### src/rtl/bram_rmw_arbiter_if.sv
// Requester-side bundle for bram_rmw_arbiter:
// update and drain handshakes plus the drain response.
interface bram_rmw_arbiter_if #(
  parameter int DATA_WIDTH = 16,
  parameter int ADDR_WIDTH = 10
);
  logic                  upd_valid;
  logic                  upd_ready;
  logic [ADDR_WIDTH-1:0] upd_addr;
  logic [DATA_WIDTH-1:0] upd_delta;
  logic                  drn_valid;
  logic                  drn_ready;
  logic [ADDR_WIDTH-1:0] drn_addr;
  logic                  rsp_valid;
  logic [ADDR_WIDTH-1:0] rsp_addr;
  logic [DATA_WIDTH-1:0] rsp_data;

  modport master (
    output upd_valid, upd_addr, upd_delta,
    input  upd_ready,
    output drn_valid, drn_addr,
    input  drn_ready,
    input  rsp_valid, rsp_addr, rsp_data
  );

  modport slave (
    input  upd_valid, upd_addr, upd_delta,
    output upd_ready,
    input  drn_valid, drn_addr,
    output drn_ready,
    output rsp_valid, rsp_addr, rsp_data
  );
endinterface

### src/rtl/bram_rmw_arbiter.sv
// RMW controller/arbiter for one dp_bram: 3-stage pipe,
// forwarding, zero sweep. Macro RMW_SAT_EN: saturating adds.
module bram_rmw_arbiter #(
  parameter int DATA_WIDTH = 16,
  parameter int ADDR_WIDTH = 10
) (
  input  logic                  clk,
  input  logic                  rst_n,
  bram_rmw_arbiter_if.slave     req,
  input  logic                  clr_start,
  output logic                  clr_done,
  output logic                  busy,
  output logic                  bram_en_a,
  output logic                  bram_we_a,
  output logic [ADDR_WIDTH-1:0] bram_addr_a,
  input  logic [DATA_WIDTH-1:0] bram_dout_a,
  output logic                  bram_en_b,
  output logic                  bram_we_b,
  output logic [ADDR_WIDTH-1:0] bram_addr_b,
  output logic [DATA_WIDTH-1:0] bram_din_b
);

  localparam int DW = DATA_WIDTH;
  localparam int AW = ADDR_WIDTH;

  typedef enum logic [1:0] {
    RUN,
    FLUSH,
    CLEAR
  } state_t;

  typedef struct packed {
    logic          v;
    logic          drn;
    logic [AW-1:0] addr;
    logic [DW-1:0] delta;
  } s1_t;

  state_t        state, state_n;
  s1_t           s1;
  logic          s2_v;
  logic          w_v;
  logic [AW-1:0] w_addr;
  logic [DW-1:0] w_data;
  logic [AW-1:0] clr_cnt;
  logic          rr_upd;
  logic          rsp_v;
  logic [AW-1:0] rsp_a;
  logic [DW-1:0] rsp_d;

  logic          run;
  logic          g_upd;
  logic          g_drn;
  logic          acc;
  logic          last;
  logic          clr_wr;
  logic [AW-1:0] clr_addr;
  logic [DW-1:0] opnd;
  logic [DW-1:0] upd_res;
  logic [DW-1:0] nval;

  // Grant: round-robin on contention, none outside RUN
  always_comb begin
    run   = (state == RUN) && !clr_start;
    g_upd = run && req.upd_valid &&
            (!req.drn_valid || rr_upd);
    g_drn = run && req.drn_valid && !g_upd;
    acc   = g_upd || g_drn;
  end

  assign req.upd_ready = g_upd;
  assign req.drn_ready = g_drn;
  assign bram_en_a     = acc;
  assign bram_we_a     = 1'b0;
  assign bram_addr_a   = g_upd ? req.upd_addr :
                         g_drn ? req.drn_addr : '0;

  assign req.rsp_valid = rsp_v;
  assign req.rsp_addr  = rsp_a;
  assign req.rsp_data  = rsp_d;

  assign busy = (state != RUN) || s1.v || s2_v;
  assign last = &clr_cnt;

  // S1 operand: youngest in-flight write wins
  always_comb begin
    opnd = bram_dout_a;
    if (s2_v && bram_addr_b == s1.addr)
      opnd = bram_din_b;
    else if (w_v && w_addr == s1.addr)
      opnd = w_data;
  end

`ifdef RMW_SAT_EN
  logic [DW:0] sum;

  // Saturating add: clamp when sign of the carry differs
  always_comb begin
    sum = {opnd[DW-1], opnd} +
          {s1.delta[DW-1], s1.delta};
    upd_res = sum[DW-1:0];
    if (sum[DW] != sum[DW-1])
      upd_res = sum[DW] ? {1'b1, {(DW-1){1'b0}}}
                        : {1'b0, {(DW-1){1'b1}}};
  end
`else
  // Wrapping add
  always_comb begin
    upd_res = opnd + s1.delta;
  end
`endif

  assign nval = s1.drn ? '0 : upd_res;

  // Controller next state
  always_comb begin
    state_n = state;
    unique case (state)
      RUN:     if (clr_start) state_n = FLUSH;
      FLUSH:   if (!s1.v && !s2_v) state_n = CLEAR;
      CLEAR:   if (last) state_n = RUN;
      default: state_n = RUN;
    endcase
  end

  // Sweep write issue: addr 0 on entry, then one per cycle
  always_comb begin
    clr_wr   = 1'b0;
    clr_addr = '0;
    unique case (1'b1)
      (state == FLUSH): clr_wr = (state_n == CLEAR);
      (state == CLEAR): begin
        clr_wr   = !last;
        clr_addr = clr_cnt + 1'b1;
      end
      default: clr_wr = 1'b0;
    endcase
  end

  // FSM, arbitration pointer and sweep counter
  always_ff @(posedge clk or negedge rst_n) begin
    if (!rst_n) begin
      state    <= RUN;
      rr_upd   <= 1'b1;
      clr_cnt  <= '0;
      clr_done <= 1'b0;
    end else begin
      state    <= state_n;
      clr_done <= (state == CLEAR) && last;
      if (state == CLEAR) clr_cnt <= clr_cnt + 1'b1;
      else                clr_cnt <= '0;
      if (acc) rr_upd <= g_drn;
    end
  end

  // S1 capture of the accepted request
  always_ff @(posedge clk or negedge rst_n) begin
    if (!rst_n) begin
      s1 <= '0;
    end else begin
      s1.v     <= acc;
      s1.drn   <= g_drn;
      s1.addr  <= bram_addr_a;
      s1.delta <= req.upd_delta;
    end
  end

  // S2: port-B write, drain response, last-write reg
  always_ff @(posedge clk or negedge rst_n) begin
    if (!rst_n) begin
      s2_v        <= 1'b0;
      bram_en_b   <= 1'b0;
      bram_we_b   <= 1'b0;
      bram_addr_b <= '0;
      bram_din_b  <= '0;
      rsp_v       <= 1'b0;
      rsp_a       <= '0;
      rsp_d       <= '0;
      w_v         <= 1'b0;
      w_addr      <= '0;
      w_data      <= '0;
    end else begin
      s2_v   <= s1.v;
      w_v    <= bram_en_b;
      w_addr <= bram_addr_b;
      w_data <= bram_din_b;
      rsp_v  <= s1.v && s1.drn;
      if (s1.v && s1.drn) begin
        rsp_a <= s1.addr;
        rsp_d <= opnd;
      end
      if (clr_wr) begin
        bram_en_b   <= 1'b1;
        bram_we_b   <= 1'b1;
        bram_addr_b <= clr_addr;
        bram_din_b  <= '0;
      end else begin
        bram_en_b <= s1.v;
        bram_we_b <= s1.v;
        if (s1.v) begin
          bram_addr_b <= s1.addr;
          bram_din_b  <= nval;
        end
      end
    end
  end

endmodule

### src/flat_wrapper.sv
// flat-port wrapper written by rule: the top's interface ports become plain ports
module bram_rmw_arbiter_flat 
#(
  parameter int DATA_WIDTH = 16,
  parameter int ADDR_WIDTH = 10
)
  (clk, rst_n, clr_start, clr_done, busy, bram_en_a, bram_we_a, bram_addr_a, bram_dout_a, bram_en_b, bram_we_b, bram_addr_b, bram_din_b, req_upd_valid, req_upd_addr, req_upd_delta, req_upd_ready, req_drn_valid, req_drn_addr, req_drn_ready, req_rsp_valid, req_rsp_addr, req_rsp_data);
  bram_rmw_arbiter_if #(.DATA_WIDTH(DATA_WIDTH), .ADDR_WIDTH(ADDR_WIDTH)) req_i ();
  input  logic clk;
  input  logic rst_n;
  input  logic clr_start;
  output logic clr_done;
  output logic busy;
  output logic bram_en_a;
  output logic bram_we_a;
  output logic [ADDR_WIDTH-1:0] bram_addr_a;
  input  logic [DATA_WIDTH-1:0] bram_dout_a;
  output logic bram_en_b;
  output logic bram_we_b;
  output logic [ADDR_WIDTH-1:0] bram_addr_b;
  output logic [DATA_WIDTH-1:0] bram_din_b;
  input wire logic [$bits(req_i.upd_valid)-1:0] req_upd_valid;
  input wire logic [$bits(req_i.upd_addr)-1:0] req_upd_addr;
  input wire logic [$bits(req_i.upd_delta)-1:0] req_upd_delta;
  output wire logic [$bits(req_i.upd_ready)-1:0] req_upd_ready;
  input wire logic [$bits(req_i.drn_valid)-1:0] req_drn_valid;
  input wire logic [$bits(req_i.drn_addr)-1:0] req_drn_addr;
  output wire logic [$bits(req_i.drn_ready)-1:0] req_drn_ready;
  output wire logic [$bits(req_i.rsp_valid)-1:0] req_rsp_valid;
  output wire logic [$bits(req_i.rsp_addr)-1:0] req_rsp_addr;
  output wire logic [$bits(req_i.rsp_data)-1:0] req_rsp_data;
  assign req_i.upd_valid = req_upd_valid;
  assign req_i.upd_addr = req_upd_addr;
  assign req_i.upd_delta = req_upd_delta;
  assign req_upd_ready = req_i.upd_ready;
  assign req_i.drn_valid = req_drn_valid;
  assign req_i.drn_addr = req_drn_addr;
  assign req_drn_ready = req_i.drn_ready;
  assign req_rsp_valid = req_i.rsp_valid;
  assign req_rsp_addr = req_i.rsp_addr;
  assign req_rsp_data = req_i.rsp_data;
  bram_rmw_arbiter #(.DATA_WIDTH(DATA_WIDTH), .ADDR_WIDTH(ADDR_WIDTH)) u_core (.clk(clk), .rst_n(rst_n), .req(req_i), .clr_start(clr_start), .clr_done(clr_done), .busy(busy), .bram_en_a(bram_en_a), .bram_we_a(bram_we_a), .bram_addr_a(bram_addr_a), .bram_dout_a(bram_dout_a), .bram_en_b(bram_en_b), .bram_we_b(bram_we_b), .bram_addr_b(bram_addr_b), .bram_din_b(bram_din_b));
endmodule
### config.mk
export PLATFORM = sky130hd
export DESIGN_NAME = bram_rmw_arbiter_flat
export DESIGN_NICKNAME = d
export VERILOG_FILES = /design/src/rtl/bram_rmw_arbiter_if.sv /design/src/rtl/bram_rmw_arbiter.sv /design/src/flat_wrapper.sv
export SDC_FILE = /design/constraint.sdc
export NUM_CORES = 1
export LEC_CHECK = 0
export ABC_CLOCK_PERIOD_IN_PS = 10200
export CORE_ASPECT_RATIO = 2
export CORE_MARGIN = 2
export CORE_UTILIZATION = 35
export DETAILED_ROUTE_END_ITERATION = 12
export HOLD_SLACK_MARGIN = 0.12
export PLACE_DENSITY_LB_ADDON = 0.1
export SYNTH_ARGS = -nofsm -noshare
export SYNTH_HDL_FRONTEND = slang
export SYNTH_SLANG_ARGS = --single-unit
### constraint.sdc
create_clock -name clk -period 10.2 [get_ports clk]
set_input_delay 1.02 -clock clk [delete_from_list [all_inputs] [get_ports clk]]
set_output_delay 1.02 -clock clk [all_outputs]
set_load 0.1 [all_outputs]
# == Yosys cells after proc, flatten, opt, wreduce, memory -nomap -nowiden ==
# Cells that the tools add are included.
# classes
addsub,2
n_eq_ne,5
n_mux,16
n_reduce_logical,24
# op_table
operator,count
$mux W16,5
$mux W10,5
$eq A10 B10 Y1,2
$add A16 B16 Y16,1
$add A10 B1 Y10 const B,1
$logic_and A1 B1 Y1,10
$reduce_and A10 Y1,1
$logic_not A1 Y1,6
$mux W2,3
$pmux W2 S3,1
$eq A2 B2 Y1 const B,2
$logic_or A1 B1 Y1,4
$reduce_bool A2 Y1,2
$eq A2 B1 Y1 const B,1
$logic_not A2 Y1,1
$pmux W1 S2,1
$mux W1,1
# word_totals
reg_bits,124
inputBits,57
output_inout_bits,71

# == Logic depth before layout (Yosys ltp) ==
# Gate-level depths: netlist of the first run.
# logic_depth
word_depth,8
depth_mapped,14

# == Worst setup path after synthesis of the first run ==
# OpenSTA, ideal clock, no wires.
# synth_timing
path_kind,input port to output port
start,input port clr_start
end,output port bram_addr_a[0]
arrival_time_ns,3.416
setup_slack_ns,5.764
path_stages,5
cell_sequence,nor2b_1 -> nand2_1 -> a21oi_1 -> clkbuf_1 -> a22o_1
# synth_between
elab_chain_cells,8
# synth_lines
element,line,rtl
"start, declared",flat_wrapper.sv:11,input logic clr_start;
$logic_not A1 Y1 (*),bram_rmw_arbiter.sv:64,run = (state == RUN) && !clr_start;
$logic_and A1 B1 Y1 (*),bram_rmw_arbiter.sv:64,
$logic_and A1 B1 Y1 (*) (2 in a row),bram_rmw_arbiter.sv:65,g_upd = run && req.upd_valid &&
named net req_upd_ready,flat_wrapper.sv:25,output wire logic [$bits(req_i.upd_ready)-1:0] req_upd_ready;
$logic_not A1 Y1,bram_rmw_arbiter.sv:67,g_drn = run && req.drn_valid && !g_upd;
$logic_and A1 B1 Y1,bram_rmw_arbiter.sv:67,
$mux W10,bram_rmw_arbiter.sv:76,g_drn ? req.drn_addr : '0;
$mux W10 (*),bram_rmw_arbiter.sv:75,assign bram_addr_a = g_upd ? req.upd_addr :
"end, declared",flat_wrapper.sv:16,output logic [ADDR_WIDTH-1:0] bram_addr_a;
# The timed path passes the listed nets; every way through them passes the cells marked *.

# == Final worst setup path of the first run ==
# layout_timing
start,input port clr_start
end,output port bram_addr_a[4]
# layout_between
elab_chain_cells,8
# layout_lines
element,line
$logic_not A1 Y1 (*),bram_rmw_arbiter.sv:64
$logic_and A1 B1 Y1 (*),bram_rmw_arbiter.sv:64
$logic_and A1 B1 Y1 (2 in a row),bram_rmw_arbiter.sv:65
$logic_not A1 Y1,bram_rmw_arbiter.sv:67
$logic_and A1 B1 Y1,bram_rmw_arbiter.sv:67
$mux W10,bram_rmw_arbiter.sv:76
$mux W10 (*),bram_rmw_arbiter.sv:75
# Mark *: on every way between the ends. The rest lies on a longest branch, timed or not.

==> flow_summary.json, run 1 <==
{
  "vias_per_cell": 4.988,
  "drive_above_1_share": 0.1200,
  "antenna_found_initial": 0,
  "drc_errors": 0,
  "synth_compound_area_frac": 0.1198,
  "synth_edf_count": 0,
  "grt_pass1_vias": 4366,
  "initial_utilization": 0.3549,
  "n_fill_cell": 1520,
  "cp.arrival_ps": 4110,
  "num_vias": 4135,
  "cp-end-kind": "output port",
  "synthAdderAreaFrac": 0.05386,
  "synth_area_per_cell_um2": 11.88,
  "cts-root-buf": "clkbuf_16",
  "synth_ff_type": "dfrtp_1",
  "cts_hold_buf": 0,
  "dp_hpwl_um": 9607,
  "wl_um": 14280,
  "path_class": "in2out",
  "final_cells": 829,
  "synth_mux_area_frac": 0.09306,
  "yosysMostFrequentCell": "dfrtp_1",
  "dr_wl_met2_um": 6816,
  "placed_cells": 797,
  "setup-tns-final_ps": 0,
  "yosys-top-cells-area": "dfrtp_1 54%, ha_1 5.0%, mux2_2 4.9%",
  "die_w_um": 94.35,
  "synth_top_family_by_area": "compound AO/OA/AOI/OAI gates",
  "final_area_um2": 7769,
  "fin_skew_ps": 8.055,
  "synth_cell_types": 55,
  "slew_viol_final": 0,
  "syn_area_um2": 5714,
  "synth_top_area_frac": 0.5386,
  "clockBufferDepth": 2,
  "grt-ovfl-total": 0,
  "hold_viol_final": 0,
  "post-route-period-util": 0.5027,
  "whs_ps": 425.2,
  "clk_latency_ps": 410,
  "nets": 693,
  "synthCells": 481,
  "cts_max_level": 4,
  "synthArstFlopShare": 1.000,
  "coreArea_um2": 16100,
  "die_area_um2": 17430,
  "final-setup-viol-count": 0,
  "p_leak_nw": 3.268,
  "critPathRequiredTime_ps": 9180,
  "yosys.area_share.simple": 0.1055,
  "drv_cap": 0,
  "grt_max_degree": 78,
  "place_congestion": 0.8034,
  "die_height_um": 184.7,
  "ys_warn_count": 0,
  "synth_common_cells": "123 x dfrtp_1, 39 x nand2_1, 28 x xnor2_1",
  "clock.fmax_mhz": 195.0,
  "crit_fanout": 12,
  "path_clk_slew_ps": 60,
  "grt_pass1_wl_um": 22870,
  "setup_ws_ps": 5072,
  "cts_resized": 0,
  "dpl_cell_area_um2": 7166,
  "synthXorXnorAreaFrac": 0.05912,
  "grt_util_all_layers": 0.1739,
  "wl_met1_um": 6425,
  "powerDensity_nw_per_um2": 153.7,
  "synth_top_cell_by_area": "dfrtp_1",
  "slew_headroom": 0.2244,
  "cp-start-kind": "primary input",
  "top_layer_used": "met4",
  "ir_drop_mv": 0.1088,
  "worstMarginPinSlew_ps": 1163,
  "rsz0062_at_grt": "no",
  "cts_num_sinks": 124,
  "synth-seq-cells": 124,
  "cts_tree": "yes",
  "drt_iter0_drc": 139,
  "first_pass_iters": 4,
  "port_buffers": 126,
  "finalCriticalPeriod_ps": 5128,
  "diodes": 0,
  "ant_nets": 0,
  "io_pins": 128,
  "cts_setup_buffers": 0,
  "place_ws_ps": 5052,
  "wl_met3_um": 830,
  "area_delta_synth_final_pct": 35.95,
  "synth_nets": 562,
  "cts_buffers": 17,
  "rows": 66,
  "drt-wirelength-per-cell_um": 17.22,
  "status": "finished, final reports clean",
  "synth_seq_area_share": 0.5432,
  "hp-class": "reg2reg"
}
[report_power, final]
group | internal (mW) | total [mW] | switching (mW)
logic | 0.0407 | 0.0817 | 0.0410
registers | 0.495 | 0.497 | 0.00145
clock network | 0.396 | 0.615 | 0.219
[path summary, 6_finish.rpt]
kind,to,slack (ps),cells after the start,from
max,bram_addr_a[4],5070,6,clr_start
min,u_core.w_v,430,0,u_core.bram_en_b
max reg2reg,u_core.bram_din_b[12],6210,13,u_core.s1[24]
min reg2reg,u_core.w_v,430,0,u_core.bram_en_b
max in group asynchronous,u_core.w_data[8],8230,2,rst_n
min in group asynchronous,u_core.req.rsp_addr[3],780,1,rst_n
[critical path, cell delays in order]
cell,delay [ps]
clkdlybuf4s50_1,420
nor2b_1,230
nand2_1,100
a21oi_1,890
a22o_1,290
clkdlybuf4s50_1,1140
[routing by layer]
layer | up-vias | global-route usage
met1 | 2004 | 0.2322
met2 | 133 | 0.2726
met5 | - | 0
met4 | 0 | 0.06261
met3 | 16 | 0.04456
li1 | 1982 | -
[final cells by class]
class,instances,area (µm²),share of cell area
well taps,204,255.2,0.03286
flip-flops and latches,124,3104,0.3996
repair buffers,131,1296,0.1669
multi-input cells,327,2469,0.3178
clock buffers,21,460.4,0.05927
inverters,11,41.29,0.005315
clock inverters,11,142.6,0.01836
[stage by stage]
step           power, mW  utilization
3_5_place_dp      0.5881       0.4450
6_report           1.194       0.4824
5_1_grt            1.242       0.4824
3_3_place_gp      0.5876       0.4450
4_1_cts            1.210       0.4824
2_1_floorplan     0.5466            -
[kinds of logic after synthesis]
kind of cell | Yosys count
multiplexers | 50
other | 1
adder cells (fa/ha/maj) | 24
XOR/XNOR | 37
buffers and inverters | 30
AND/OR/NAND/NOR | 110
AO/OA/AOI/OAI | 105
flip-flops | 124
[sequential cells by signal, summed over array words and instances (netlist names)]
| signal | cells |
|---|---|
| u_core.state | 2 |
| u_core.req.rsp_valid | 1 |
| u_core.w_v | 1 |
| u_core.clr_cnt | 10 |
| u_core.rr_upd | 1 |
| u_core.clr_done | 1 |
| u_core.req.rsp_data | 16 |
| u_core.bram_en_b | 1 |
| u_core.w_data | 16 |
| u_core.bram_din_b | 16 |
| u_core.s2_v | 1 |
| u_core.req.rsp_addr | 10 |
| u_core.w_addr | 10 |
| u_core.s1 | 28 |
| u_core.bram_addr_b | 10 |
[cells in the final DEF (no fill, tap or decap), types with 8 or more instances in the layout]
cell type / n
inv_1: 10
mux2_2: 25
nand3_1: 8
xnor2_1: 28
dfrtp_1: 123
ha_1: 23
mux2i_1: 25
o21ai_0: 22
a21oi_1: 24
o21ai_1: 9
clkdlybuf4s50_1: 125
clkbuf_16: 17
a22o_1: 13
xor2_1: 8
nor4_1: 15
nand2_1: 39
No activity file was read; power rests on OpenSTA's default activity.
==> inputs of run 2 (changes only) <==
--- a/config.mk
+++ b/config.mk
@@ -5,7 +5,7 @@
 export SDC_FILE = /design/constraint.sdc
 export NUM_CORES = 1
 export LEC_CHECK = 0
-export ABC_CLOCK_PERIOD_IN_PS = 10200
+export ABC_CLOCK_PERIOD_IN_PS = 4600
 export CORE_ASPECT_RATIO = 2
 export CORE_MARGIN = 2
 export CORE_UTILIZATION = 35
==> constraint.sdc (replaced) <==
create_clock -name clk -period 4.6 [get_ports clk]
set_input_delay 0.46 -clock clk [delete_from_list [all_inputs] [get_ports clk]]
set_output_delay 0.46 -clock clk [all_outputs]
set_load 0.1 [all_outputs]
==> run 2 against run 1 <==
Net effect: worst setup slack got worse by 4300 ps; critical endpoint is now u_core.bram_din_b[12]; total power rose by 120%; utilization barely moved; largest cell class unchanged; register-to-register slack got worse by 5400 ps; die area did not move; clock power rose by 120%; sequential cell count did not move.
==> flow_summary.json, run 2 (synthesis results as in run 1) <==
{
  "coreArea_um2": 16100,
  "antenna_found_initial": 0,
  "cts_tree": "yes",
  "crit_fanout": 17,
  "grt_pass1_wl_um": 23020,
  "slew_viol_final": 0,
  "critPathRequiredTime_ps": 4920,
  "largest_register_ffs": 28,
  "grt-ovfl-total": 0,
  "die_w_um": 94.35,
  "drt_iter0_drc": 140,
  "cts_buffers": 17,
  "cts_resized": 0,
  "ir_drop_mv": 0.3025,
  "area_delta_synth_final_pct": 36.00,
  "initial_utilization": 0.3549,
  "nets": 698,
  "worstMarginPinSlew_ps": 1005,
  "p_leak_nw": 3.304,
  "cp.arrival_ps": 4110,
  "cts-root-buf": "clkbuf_16",
  "r2r_end": "u_core.bram_din_b[12]",
  "rows": 66,
  "setup-tns-final_ps": 0,
  "layout_common_cells": "123 x dfrtp_1, 113 x clkdlybuf4s50_1, 39 x nand2_1",
  "grt_pass1_vias": 4500,
  "cp_slowest_stage_delay_ps": 740,
  "slowest_stage": "or3_1",
  "dpl_cell_area_um2": 7166,
  "cp-end-kind": "register",
  "post-route-period-util": 0.8232,
  "drv_cap": 0,
  "max_flop_register": "u_core.s1",
  "clockBufferDepth": 2,
  "rsz0062_at_grt": "no",
  "die_area_um2": 17430,
  "status": "finished, final reports clean",
  "ant_nets": 0,
  "port_buffers": 126,
  "place_congestion": 0.8540,
  "path_class": "reg2reg",
  "critPathCapture": "u_core.bram_din_b[12]",
  "dp_hpwl_um": 10140,
  "drc_errors": 0,
  "grt_util_all_layers": 0.1750,
  "grt_max_degree": 52,
  "final_area_um2": 7771,
  "drt-wirelength-per-cell_um": 17.18,
  "slew_headroom": 0.3277,
  "place_ws_ps": 806.1,
  "startpoint": "u_core.s1[24]",
  "cts_num_sinks": 124,
  "layout_commonest_cell": "dfrtp_1",
  "path_clk_slew_ps": 60,
  "hp-class": "reg2reg",
  "cp-start-kind": "register",
  "first_pass_iters": 4,
  "clock.fmax_mhz": 264.1,
  "setup_ws_ps": 813.3,
  "fin_skew_ps": 7.010,
  "reg2reg_slack_ps": 810,
  "drive_above_1_share": 0.1460,
  "vias_per_cell": 5.001,
  "r2r-start": "u_core.s1[24]",
  "wl_um": 14330,
  "die_height_um": 184.7,
  "num_vias": 4171,
  "final-setup-viol-count": 0,
  "io_pins": 128,
  "whs_ps": 437.1,
  "hold_viol_final": 0,
  "clk_latency_ps": 420,
  "finalCriticalPeriod_ps": 3787,
  "cts_max_level": 4,
  "reg2reg_depth": 13,
  "path_cells": "xnor2_1 > nand4_1 > or3_1 > a21oi_1 > ha_1 > inv_1 > fa_1 > nand3b_1 > a21oi_1 > o22ai_1 > o21a_1 > o21a_1 > o211ai_1",
  "powerDensity_nw_per_um2": 337.5,
  "diodes": 0
}
## run 2: cell count changes in the layout (fill, tap and decap cells not counted), sizes merged
cell           previous run  this run
buf                       6        22
clkdlybuf4s50           125       113
clkinv                    7         5
clkinvlp                  2         4
inv                      10        12
bufinv                    3         2
clkbuf                   21        20
dlygate4sd3               0         1
## run 2: cell type report
cell class | instances | area (µm²)
clock buffer | 20 | 456.7
clock inverter | 12 | 138.9
fill | 1498 | 8332
inverter | 11 | 41.29
multi-input combinational | 327 | 2469
sequential | 124 | 3104
tap | 204 | 255.2
timing repair buffer | 136 | 1306
## run 2: stage by stage
stage          instances    util  total power [mW]
2_1_floorplan        481       -             1.212
3_3_place_gp         801  0.4450             1.307
3_5_place_dp         801  0.4450             1.307
4_1_cts              834  0.4826             2.656
5_1_grt              834  0.4826             2.713
6_report             834  0.4826             2.623
## run 2: worst min path at each step
| stage | from | to | slack, ps | cells past startpoint |
|---|---|---|---|---|
| 6_report | u_core.bram_din_b[15] | u_core.w_data[15] | 440 | 0 |
| 5_1_grt | u_core.bram_din_b[11] | u_core.w_data[11] | 450 | 0 |
| 4_1_cts | u_core.bram_din_b[15] | u_core.w_data[15] | 430 | 0 |
| 3_5_place_dp | u_core.bram_din_b[15] | u_core.w_data[15] | 420 | 0 |
| 3_3_place_gp | u_core.bram_en_b | u_core.w_v | 410 | 0 |
| 2_1_floorplan | rst_n | u_core.bram_addr_b[0] | 160 | 0 |
## run 2: metal layers
| layer | GRT usage | vias to the layer above | part of all wire |
|---|---|---|---|
| met5 | 0 | - | 0 |
| li1 | - | 1999 | - |
| met3 | 0.04047 | 15 | 0.053 |
| met4 | 0.06203 | 0 | 0.016 |
| met1 | 0.2316 | 2034 | 0.45 |
| met2 | 0.2800 | 123 | 0.48 |
## run 2: worst max-delay path, delay by kind of cell, from the launching register on
kind                       cells  cell delay (ps)
AOI/OAI and AO/OA              6             1320
and+or+nand+nor                3             1040
adders and majority gates      2              610
DFF                            1              430
xor gates and xnor gates       1              240
buffers and inverters          1               60
## run 2: what timing repair did
action,CTS,global route
endpoints found under the hold margin,36,0
setup buffers,0,0
hold buffers,1,0
## run 2: where the power goes
| part | internal [mW] | switching (mW) |
|---|---|---|
| logic | 0.0916 | 0.0924 |
| clock network | 0.830 | 0.506 |
| registers | 1.10 | 0.00370 |
| total | 2.02 | 0.602 |
